===== src/rtl/fft_feeder_pkg.sv =====
// Shared types and helpers for the FFT frame feeder: state encoding,
// address-width derivation and the TDATA packing rule.
package fft_feeder_pkg;

  typedef enum logic [1:0] {
    IDLE = 2'd0,
    FILL = 2'd1,
    SEND = 2'd2
  } state_t;

  // Widest sample the packing helper carries; callers truncate to 2*SAMPLE_W.
  localparam int unsigned MAX_SAMPLE_W = 64;

  function automatic int unsigned addr_width(input int unsigned frame_len);
    return (frame_len < 2) ? 1 : $clog2(frame_len);
  endfunction

  // Real part in the low half, imaginary half zero-filled. The input is
  // zero-extended, so truncating the result to 2*SAMPLE_W leaves
  // {imag = SAMPLE_W'(0), real}.
  function automatic logic [2*MAX_SAMPLE_W-1:0] pack_tdata(
    input logic [MAX_SAMPLE_W-1:0] re
  );
    return {{MAX_SAMPLE_W{1'b0}}, re};
  endfunction

endpackage


===== src/rtl/fft_frame_ram.sv =====
// Simple dual-port frame buffer: one synchronous write port and one read
// port with a single registered read stage. Contents are not reset.
module fft_frame_ram
  import fft_feeder_pkg::*;
#(
  parameter int unsigned DEPTH = 256,
  parameter int unsigned WIDTH = 16,
  parameter int unsigned AW    = addr_width(DEPTH)
) (
  input  logic             clk,
  input  logic             reset_b,
  input  logic             we,
  input  logic [AW-1:0]    waddr,
  input  logic [WIDTH-1:0] wdata,
  input  logic             re,
  input  logic [AW-1:0]    raddr,
  output logic [WIDTH-1:0] rdata
);

  logic [WIDTH-1:0] mem [DEPTH];

  always_ff @(posedge clk) begin
    if (we) begin
      mem[waddr] <= wdata;
    end
  end

  // Only the read register is reset, so the output bus is 0 after reset.
  always_ff @(posedge clk) begin
    if (!reset_b) begin
      rdata <= '0;
    end else if (re) begin
      rdata <= mem[raddr];
    end
  end

endmodule


===== src/rtl/fft_frame_feeder.sv =====
// Buffers one frame of real ADC samples and streams it to the FFT AXI4-Stream
// data input. Optional FFT event checking is enabled by FFT_FEEDER_EVENT_CHECK_EN.
module fft_frame_feeder
  import fft_feeder_pkg::*;
#(
  parameter int unsigned SAMPLE_W  = 16,
  parameter int unsigned FRAME_LEN = 256
) (
  input  logic                  clk,
  input  logic                  reset_b,
  input  logic                  cfg_complete,
  input  logic [SAMPLE_W-1:0]   sample_data,
  input  logic                  sample_valid,
  output logic [2*SAMPLE_W-1:0] m_axis_data_tdata,
  output logic                  m_axis_data_tvalid,
  input  logic                  m_axis_data_tready,
  output logic                  m_axis_data_tlast,
  output logic                  frame_sent,
  output logic                  overrun,
`ifdef FFT_FEEDER_EVENT_CHECK_EN
  input  logic                  event_tlast_unexpected,
  input  logic                  event_tlast_missing,
  output logic                  fft_frame_error,
`endif
  output logic                  busy
);

  localparam int unsigned AW = addr_width(FRAME_LEN);
  localparam int unsigned TW = 2 * SAMPLE_W;
  localparam logic [AW-1:0] LAST_IDX = AW'(FRAME_LEN - 1);

  state_t state, state_nxt;

  logic [AW-1:0]       wr_ptr;
  logic [AW-1:0]       rd_addr;
  logic [SAMPLE_W-1:0] rd_data;
  logic                tvalid_q;
  logic                tlast_q;
  logic                frame_sent_q;
  logic                overrun_q;

  logic advance;
  logic final_beat;
  logic wr_en;
  logic rd_en;

  always_comb begin
    advance    = !tvalid_q || m_axis_data_tready;
    final_beat = tvalid_q && m_axis_data_tready && tlast_q;
    wr_en      = (state == FILL) && cfg_complete && sample_valid;
    // Once the last beat sits in the output register no further reads issue.
    rd_en      = (state == SEND) && advance && !(tvalid_q && tlast_q);

    state_nxt = state;
    case (state)
      IDLE: begin
        if (cfg_complete) begin
          state_nxt = FILL;
        end
      end
      FILL: begin
        if (!cfg_complete) begin
          state_nxt = IDLE;
        end else if (wr_en && (wr_ptr == LAST_IDX)) begin
          state_nxt = SEND;
        end
      end
      SEND: begin
        if (final_beat) begin
          state_nxt = cfg_complete ? FILL : IDLE;
        end
      end
      default: state_nxt = IDLE;
    endcase
  end

  always_ff @(posedge clk) begin
    if (!reset_b) begin
      state <= IDLE;
    end else begin
      state <= state_nxt;
    end
  end

  always_ff @(posedge clk) begin
    if (!reset_b) begin
      wr_ptr       <= '0;
      rd_addr      <= '0;
      tvalid_q     <= 1'b0;
      tlast_q      <= 1'b0;
      frame_sent_q <= 1'b0;
      overrun_q    <= 1'b0;
    end else begin
      frame_sent_q <= final_beat;

      if ((state == SEND) && sample_valid) begin
        overrun_q <= 1'b1;
      end

      if ((state != FILL) || !cfg_complete) begin
        wr_ptr <= '0;
      end else if (wr_en) begin
        wr_ptr <= (wr_ptr == LAST_IDX) ? '0 : wr_ptr + AW'(1);
      end

      if (rd_en) begin
        rd_addr <= (rd_addr == LAST_IDX) ? '0 : rd_addr + AW'(1);
      end else if (state != SEND) begin
        rd_addr <= '0;
      end

      // The RAM read register is the output data register; tvalid/tlast
      // track the read that was issued alongside it.
      if (rd_en) begin
        tvalid_q <= 1'b1;
        tlast_q  <= (rd_addr == LAST_IDX);
      end else if (advance) begin
        tvalid_q <= 1'b0;
        tlast_q  <= 1'b0;
      end
    end
  end

  fft_frame_ram #(
    .DEPTH (FRAME_LEN),
    .WIDTH (SAMPLE_W),
    .AW    (AW)
  ) u_ram (
    .clk     (clk),
    .reset_b (reset_b),
    .we      (wr_en),
    .waddr   (wr_ptr),
    .wdata   (sample_data),
    .re      (rd_en),
    .raddr   (rd_addr),
    .rdata   (rd_data)
  );

  assign m_axis_data_tdata  = TW'(pack_tdata(MAX_SAMPLE_W'(rd_data)));
  assign m_axis_data_tvalid = tvalid_q;
  assign m_axis_data_tlast  = tlast_q;
  assign frame_sent         = frame_sent_q;
  assign overrun            = overrun_q;
  assign busy               = (state != IDLE);

`ifdef FFT_FEEDER_EVENT_CHECK_EN
  logic frame_error_q;

  always_ff @(posedge clk) begin
    if (!reset_b) begin
      frame_error_q <= 1'b0;
    end else if (event_tlast_unexpected || event_tlast_missing) begin
      frame_error_q <= 1'b1;
    end
  end

  assign fft_frame_error = frame_error_q;
`endif

endmodule


===== config.mk =====
export PLATFORM = sky130hd
export DESIGN_NAME = fft_frame_feeder
export DESIGN_NICKNAME = d
export VERILOG_FILES = /design/src/rtl/fft_feeder_pkg.sv /design/src/rtl/fft_frame_ram.sv /design/src/rtl/fft_frame_feeder.sv
export SDC_FILE = /design/constraint.sdc
export NUM_CORES = 2
export LEC_CHECK = 0
export ABC_AREA = 1
export CAP_MARGIN = 15
export CORE_UTILIZATION = 45
export DETAILED_ROUTE_END_ITERATION = 7
export PLACE_DENSITY_LB_ADDON = 0.12
export SETUP_SLACK_MARGIN = 0.1
export SLEW_MARGIN = 20
export SYNTH_ARGS = -nofsm -noshare
export SYNTH_HDL_FRONTEND = slang
export SYNTH_HIERARCHICAL = 1
export SYNTH_SLANG_ARGS = --single-unit

===== constraint.sdc =====
create_clock -name clk -period 2.71 [get_ports clk]
set_input_delay 0.542 -clock clk [delete_from_list [all_inputs] [get_ports clk]]
set_output_delay 0.542 -clock clk [all_outputs]
set_load 0.02 [all_outputs]

## After elaboration in Yosys (flattened, before gate mapping)

Memory sizes are Yosys's and may differ from the RTL's. A register that Yosys moved wholly into a read port is not among the register bits.
Cells that the tools add are included.

| storage, ports and cells | value |
|---|---|
| flip-flop bits (word level) | 22 |
| memory bits (writable) | 4,096 |
| bits of input ports | 21 |
| output and inout bits | 37 |
| word-level logic and storage cells | 56 |
| memories | 1 |

| cells by class | value |
|---|---|
| add/subtract/negate cells | 2 |
| equal/unequal tests | 9 |
| muxes and demuxes | 15 |
| bitwise operators | 1 |
| reduce and logical (&&, ||, !) cells | 21 |

Memory list:

| memory | depth | bits a word | rd ports | clocked after Yosys merged registers in | wr ports | RTL line | RTL |
|---|---|---|---|---|---|---|---|
| u_ram.mem | 256 | 16 | 1 | 1 | 1 | fft_frame_ram.sv:20 | `logic [WIDTH-1:0] mem [DEPTH];` |

Operators with widths:

| cell | number |
|---|---|
| 8-bit 2-to-1 mux | 4 |
| 8-bit by 1-bit adder with 8-bit output, second input constant | 2 |
| 8-bit equality test, second input constant | 2 |
| 1-bit logical AND | 9 |
| 2-bit 2-to-1 mux | 4 |
| 1-bit 2-to-1 mux | 6 |
| 2-bit inequality test, second input constant | 3 |
| 2-bit case mux with 3 select lines | 1 |
| 2-bit nonzero test | 3 |
| 1-bit logical NOT | 4 |
| 3-bit by 2-bit inequality test with 1-bit output, second input constant | 1 |
| 3-bit AND reduction | 1 |
| 2-bit by 1-bit equality test with 1-bit output, second input constant | 1 |
| 2-bit equality test, second input constant | 1 |
| 2-bit logical NOT | 1 |
| 1-bit logical OR | 2 |
| 2-bit by 1-bit inequality test with 1-bit output, second input constant | 1 |
| 2-bit OR reduction | 1 |
| 1-bit inverter | 1 |

## Depth between registers and ports, before layout

| logic depth | value |
|---|---|
| word-level depth | 7 |
| mapped depth | 17 |
| depth with buffers taken out | 13 |

## Modules after synthesis

Netlist, hierarchy kept.

By module, submodules not included:

| module | times used | cells each | area each (um^2) | seq. area each (um^2) |
|---|---|---|---|---|
| fft_frame_ram | 1 | 13,685 | 165,932.9 | 123,318.3 |
| fft_frame_feeder | 1 | 180 | 1,222.4 | 440.4 |

## Least setup slack after synthesis

OpenSTA, ideal clock, no wires.

| timing path | value |
|---|---|
| kind | input -> register |
| start | input port cfg_complete |
| end | memory u_ram.mem[181][0] (enable) |
| setup time | 409 ps |
| arrival time | 2,346 ps |
| required time | 2,301 ps |
| setup slack | -45 ps |
| cell stages on the path | 5 |
| buffers on the path | 1 |
| cells stage by stage | nand3_2 -> nor2_4 -> clkbuf_1 -> inv_1 -> nor3_1 |

| between the ends | value |
|---|---|
| cells in the longest elaborated chain, start to end | 4 |

RTL lines:

| what | RTL line | RTL |
|---|---|---|
| from (decl) | fft_frame_feeder.sv:11 | `input logic cfg_complete,` |
| 1-bit logical AND (2 in series) | fft_frame_feeder.sv:50 | `wr_en = (state == FILL) && cfg_complete && sample_valid;` |
| net wr_en | fft_frame_feeder.sv:44 | `logic wr_en;` |
| 1-bit 2-to-1 mux | fft_frame_ram.sv:23 | `if (we) begin` |
| 1-bit 2-to-1 mux (implied by the code) | fft_frame_ram.sv:24 | `mem[waddr] <= wdata;` |
| to (decl) | fft_frame_ram.sv:20 |  |

The timed path passes the listed nets, and every way through them passes these cells.

==> impl_results.md <==
* Status: finished with violations
* Failing checks: setup timing
* Cell taking the most area after synthesis: edfxtp_1
* Worst Path Max Fanout at 23
* Initial core utilization at 0.452
* Worst hold slack at 109 ps
* Core Util, Final at 0.549
* Max Clock Skew at 84.2 ps
* Slew margin rel. at 0.200
* Post-route ant nets at 0
* Worst slew pin tran at 1200 ps
* Fin crit period at 2810 ps
* Die W at 611 um
* Drt first-iter violations at 13800
* CTS tree: done
* DR DRC count at 0
* Core ar. at 0.369 mm^2
* Vias per inst at 5.73
* Total power at 130 mW
* Routed Wire Length at 540000 um
* Sum of negative setup slack at -937 ps
* I/O Pins at 58
* Synthesized area at 0.167 mm^2
* GRT Overall Usage at 0.280
* CTS root buffer: clkbuf_16
* Final count of negative-setup-slack endpoints at 16
* Final WS setup at -97.2 ps
* VDD IR max at 624 uV
* Clock transition at path regs at 60 ps
* Register bit total from synthesis at 4134
* Most common cell after layout, fill and taps aside: nand2_1
* CTS buffer count at 437
* Reg2reg path depth at 19
* Hold crit path type: primary input to register
* EDFF count, synth at 4096
* Num Clock Sinks at 4134
* Largest net degree at the start of global routing at 101
* P&R area growth vs syn at 21.3%
* Top cells by area, synth: edfxtp_1, nand3_1, nand2_1, buf_2, nor2_1
* Critical path depth at 19
* Pwr Density at 642 mW/mm^2
* Post-route cell area at 0.203 mm^2
* Grt ovf at 0
* FP Rows at 223
* Unique masters post-synth at 29
* Commonest non-fill, non-tap cells in the layout: nand2_1, edfxtp_1, nand3_1, buf_4, clkbuf_16
* CTS HTree Levels at 5
* Post-synth top flop: edfxtp_1
* Gpl congestion at 0.907
* CP Capture Type: register
* Nature of the critical path startpoint: register
* Worst path bufs/invs at 8
* Top cell family by delay on the critical path: simple AND/OR/NAND/NOR gates
* Worst-Skew Late Latency at 1010 ps
* Placed Area at 0.183 mm^2
* CP arrival at 3680 ps
* CP max stage delay at 370 ps
* Synth Warn # at 6
* Static Leak at 71.2 nW
* Ys async rst share at 0
* Period utilisation layout at 1.04
* Final nets at 14700
* Max-cap violations at 0
* Die Height at 611 um
* Crit-path slowest cell: dfxtp_4
* Post-synthesis sequential area ratio at 0.740
* Syn avg cell area at 12.1 um^2
* Unrepaired setup endpoints after global routing: true
* CTS max path bufs at 4
* Die area at 0.374 mm^2
* Fmax at 356 MHz
* CP Data Required Time at 3580 ps
* CP cell instances: buf_12 -> buf_4 -> buf_12 -> buf_16 -> buf_8 -> buf_4 -> nand2_1 -> nand3_1 -> nand3_1 -> nand3_2 -> nand3_2 -> nand3_4 -> nand3_2 -> buf_6 -> nand2_2 -> nand2_4 -> nand3_1 -> nand2_1 -> inv_1
* Synth top area share at 0.736
* Post-Synthesis Cells at 13900
* Crit Path Class: register to register
* Detailed Routing Iterations Pass 1 at 6
* Layout cells sized above 1 at 0.161
* Max-slew violation count at 0
* Initial antenna violation count at 22
* Dpl hpwl at 325000 um
* Drt wl/cell at 27.0 um
* # port buffers at 41
* First-pass GRT wire length at 768000 um
* Via count at 114000
* Hold Path Depth at 1
* Vias in the first global route at 109000
* Fin. Hold Viols at 0
==> per-stage QoR <==
step / std cells / setup slack, ps
2_1_floorplan: 13900 / -44.9
3_3_place_gp: 19000 / -874
3_5_place_dp: 19000 / -868
4_1_cts: 19900 / -129
5_1_grt: 20000 / -167
6_report: 20000 / -97.2
==> Yosys cell counts, types with 2 or more instances <==
library cell and instances:
edfxtp_1 4096, buf_6 53, nor2_2 4, o21ai_1 5, buf_2 516, inv_2 6, nor2_4 2, a21oi_1 14
nor3_1 4, dfxtp_1 38, inv_1 72, nand4_1 4, buf_4 159, buf_1 88, nand3_1 4058, o21ai_0 6
nor2_1 334, ha_1 2, xor2_1 2, nand2_1 4255, clkbuf_1 139
==> metal layers <==
layer	track usage	part of all wire	up-vias
met5	0	0.000030	-
met4	0.111	0.041	2
met3	0.0400	0.082	928
met2	0.443	0.47	5187
met1	0.393	0.41	57300
li1	-	-	51100
==> layout make-up <==
cell class | count | area, um^2
flip-flops and latches | 4134 | 124000
multi-input cells | 8710 | 41000
clock inverters | 267 | 2460
well taps | 4950 | 6190
repair inverters | 1 | 16.3
inverters | 79 | 360
diodes | 9 | 22.5
fillers | 30500 | 167000
repair buffers | 1273 | 17600
clock buffers | 538 | 11400
==> report_power, final <==
group / switching [mW] / leakage, nW / internal, mW
logic: 1.44 / 27.4 / 0.285
clock network: 25.2 / 6.75 / 33.0
registers: 0.00327 / 37.1 / 70.2
==> path summary, 6_finish.rpt <==
| kind | slack, ps | startpoint | to |
|---|---|---|---|
| hold / removal | 110 | sample_data[5] | u_ram/mem[149][5] |
| hold reg to reg | 500 | overrun | overrun |
| setup / recovery | -100 | rd_addr[0] | u_ram/rdata[7] |
| setup reg to reg | -100 | rd_addr[0] | u_ram/rdata[7] |
==> timing repair <==
item	4_1_cts	5_1_grt
hold buffers	13	0
buffers inserted	13	20
pin swaps	13	107
resized for setup	217	535
gates cloned	26	27
hold endpoints to repair	171	0
endpoints found under the setup margin	160	20
==> state kept, by name, summed over array words and instances (netlist names) <==
| name | flops |
|---|---|
| rd_addr | 8 |
| m_axis_data_tlast | 1 |
| overrun | 1 |
| u_ram/rdata | 16 |
| wr_ptr | 8 |
| frame_sent | 1 |
| u_ram/mem | 4096 |
| state | 2 |
| m_axis_data_tvalid | 1 |
==> kinds of logic (layout without fill, tap and decap cells) <==
family,count (synthesis),in the layout,share of synthesized area
buf+inv,1036,2158,0.0333
xor+xnor,2,2,0.000105
compound gates,27,27,0.000846
fa+ha+maj,2,2,0.000150
other cells,1,25,0.0000224
flops,4134,4134,0.740
simple gates,8663,8663,0.225
Note: power is estimated with default switching activity, not from simulation.
==> RTL edit, RTL diff (config.mk and constraints unchanged) <==
Set the parameter `FRAME_LEN` to 128 (it was 256).
--- a/src/rtl/fft_frame_feeder.sv
+++ b/src/rtl/fft_frame_feeder.sv
@@ -5,5 +5,5 @@
 #(
   parameter int unsigned SAMPLE_W  = 16,
-  parameter int unsigned FRAME_LEN = 256
+  parameter int unsigned FRAME_LEN = 128
 ) (
   input  logic                  clk,
Check against the original RTL: not settled (the Yosys comparison gave no result); the edit may change what the design does.
==> RTL edit against the unedited design <==
- non-clock buffer count down 769
- area after synthesis decreased by 50%
- sequential cell count shrank 2050
- core utilization decreased by 1.8 points
- total power down 49%
- cell area is 51% lower
- count of clock-buffer cells in the layout shrank 249
- first-iteration DRC count decreased by 56%
- cell count down 50%
- via count is 52% lower
- worst setup slack better by 160 ps
- routed wire length fell by 55%
- critical path depth fell by 6
- highest routed layer unchanged
==> RTL edit: results (changes against the unedited design) <==
Parameter                              Value

Outcome
  Status ... completed (was complete, but fails checks)

Routing
  Total wire length after detailed routing ... 245 mm (was 540 mm)
  Mean routed wirelength per cell ... 24.6 um (was 27.0 um)
  Vias/cell ... 5.58 (was 5.73)
  Pre-Repair DR Iteration Count ... 6 (unchanged)
  Number of design-rule violations left by the first detailed-router iteration ... 6064 (was 13.8k)

Critical path
  Crit-path max FO ... 32 (was 23)
  Flop-to-flop setup slack ... 70 ps (was -100 ps)
  Stage delay of the slowest cell on the critical path ... 490 ps (was 370 ps)
  CP Data Arrival Time ... 3400 ps (was 3680 ps)

Global route
  Maximum number of pins on one net before global-route repair ... 102 (was 101)
  GR Util All Layers ... 25.6% (was 28.0%)
  Vias in the first global route ... 51.7k (was 109k)
  Number of antenna violations at the first check in global routing ... 5 (was 22)
  Wire length of the first global-routing pass ... 353 mm (was 768 mm)

Cells and area
  Proportion of layout cells with a drive suffix above 1 ... 11.0% (was 16.1%)
  Largest registers ... u_ram/mem (2048), u_ram/rdata (16) (was u_ram/mem (4096), u_ram/rdata (16))
  Final Net Count ... 7301 (was 14.7k)
  Filler Cell Count ... 15.5k (was 30.5k)

Logic synthesis
  Instance count of the mapped netlist ... 7021 (was 13.9k)
  Seq/Total Area, Yosys ... 73.9% (was 74.0%)
  Synth area leaders ... sky130_fd_sc_hd__edfxtp_1 73%, sky130_fd_sc_hd__nand3_1 12%, sky130_fd_sc_hd__nand2_1 9.5% (was sky130_fd_sc_hd__edfxtp_1 74%, sky130_fd_sc_hd__nand3_1 12%, sky130_fd_sc_hd__nand2_1 9.6%)
  Number of enable flip-flop cells after synthesis ... 2048 (was 4096)
  Top cells by instance count after synthesis ... 2122 x sky130_fd_sc_hd__nand2_1, 2048 x sky130_fd_sc_hd__edfxtp_1, 2041 x sky130_fd_sc_hd__nand3_1, 265 x sky130_fd_sc_hd__buf_2, 177 x sky130_fd_sc_hd__nor2_1 (was 4255 x sky130_fd_sc_hd__nand2_1, 4096 x sky130_fd_sc_hd__edfxtp_1, 4058 x sky130_fd_sc_hd__nand3_1, 516 x sky130_fd_sc_hd__buf_2, 334 x sky130_fd_sc_hd__nor2_1)
  Synth unique cells ... 34 (was 29)
  Async set-or-reset flop fraction in the synthesized netlist ... 0% (unchanged)

CTS
  Max Buffers Root-to-Sink ... 3 (was 4)
  Number of H-tree levels ... 4 (was 5)
  Later-pin clock latency in the skew report ... 870 ps (was 1010 ps)
  Number of CTS-inserted buffers ... 211 (was 437)

Place
  Gp weighted congestion ... 0.911 (was 0.907)
  Final HPWL from detailed placement ... 146 mm (was 325 mm)
  Number of placed instances with taps included ... 9528 (was 19.0k)

Pwr
  Worst IR drop on VDD ... 0.546 mV (was 0.624 mV)
  Cell leakage power ... 34.4 nW (was 71.2 nW)

Timing
  Worst slew margin relative to its limit ... 44.0% (was 20.0%)
  Final setup skew ... 39.9 ps (was 84.2 ps)
## RTL edit: kinds of logic (layout without fill, tap and decap cells)
group                      after synthesis  in the layout  synth area share, %
and+or+nand+nor                       4370           4370                 22.7
DFF                                   2084           2084                 73.9
other                                    1             18              0.00446
buffers and inverters                  542            965                 3.20
AOI/OAI and AO/OA                       21             21                0.158
adders and majority gates                2              2               0.0297
xor gates and xnor gates                 1              1               0.0104
## RTL edit: final cells by class
class	count	area share, %
repair buffers	504	6.98
multi-input cells	4410	19.6
inverters	65	0.306
repair inverters	2	0.0228
clock buffers	289	5.83
diodes	2	0.00508
well taps	2480	3.15
flip-flops and latches	2084	63.1
clock inverters	105	0.936
## RTL edit: power by group
group	switching, mW	leakage (nW)	total (mW)	internal (mW)
logic	2.10	12.4	2.90	0.797
clock network	12.2	3.23	28.2	16.1
registers	0.0399	18.7	35.4	35.4
total	14.3	34.4	66.6	52.2
## RTL edit: path summary, 6_finish.rpt
kind / startpoint / end / cells after the start
setup / recovery: rd_addr[1]$_SDFFE_PN0P_ / u_ram/rdata[9]$_SDFFE_PN0P_ / 13
hold / removal: sample_data[3] / u_ram/mem[6][3]$_DFFE_PP_ / 1
setup reg to reg: rd_addr[1]$_SDFFE_PN0P_ / u_ram/rdata[9]$_SDFFE_PN0P_ / 13
hold reg to reg: overrun$_SDFFE_PN0P_ / overrun$_SDFFE_PN0P_ / 1
## RTL edit: routing by layer
layer	up-vias	share of wire (%)	global-route usage (%)	wire length [um]
met2	2107	46	39.8	114000
met1	27442	43	37.4	106000
li1	25537	-	-	-
met4	4	3.2	8.57	7820
met5	-	0.013	0	31
met3	365	6.9	3.44	17000
## RTL edit: per-stage QoR
stage | TNS, ps | area (um^2) | hold slack (ps) | setup slack [ps]
floorplan | -1660 | 84200 | 460 | -51.9
global route | 0 | 98600 | 44.0 | 39.8
CTS | 0 | 98200 | 15.8 | 0.889
detailed placement | -5950 | 91600 | 479 | -103
global placement | -2660 | 91600 | 467 | -88.4
finish | 0 | 98600 | 51.4 | 65.8
## RTL edit: timing repair
action | 4_1_cts | 5_1_grt
gates cloned | 0 | 7
gates resized for setup | 7 | 23
setup buffers | 0 | 10
hold endpoints to repair | 2 | 0
hold buffers | 1 | 0
setup endpoints to repair | 9 | 177
pin swaps | 0 | 0
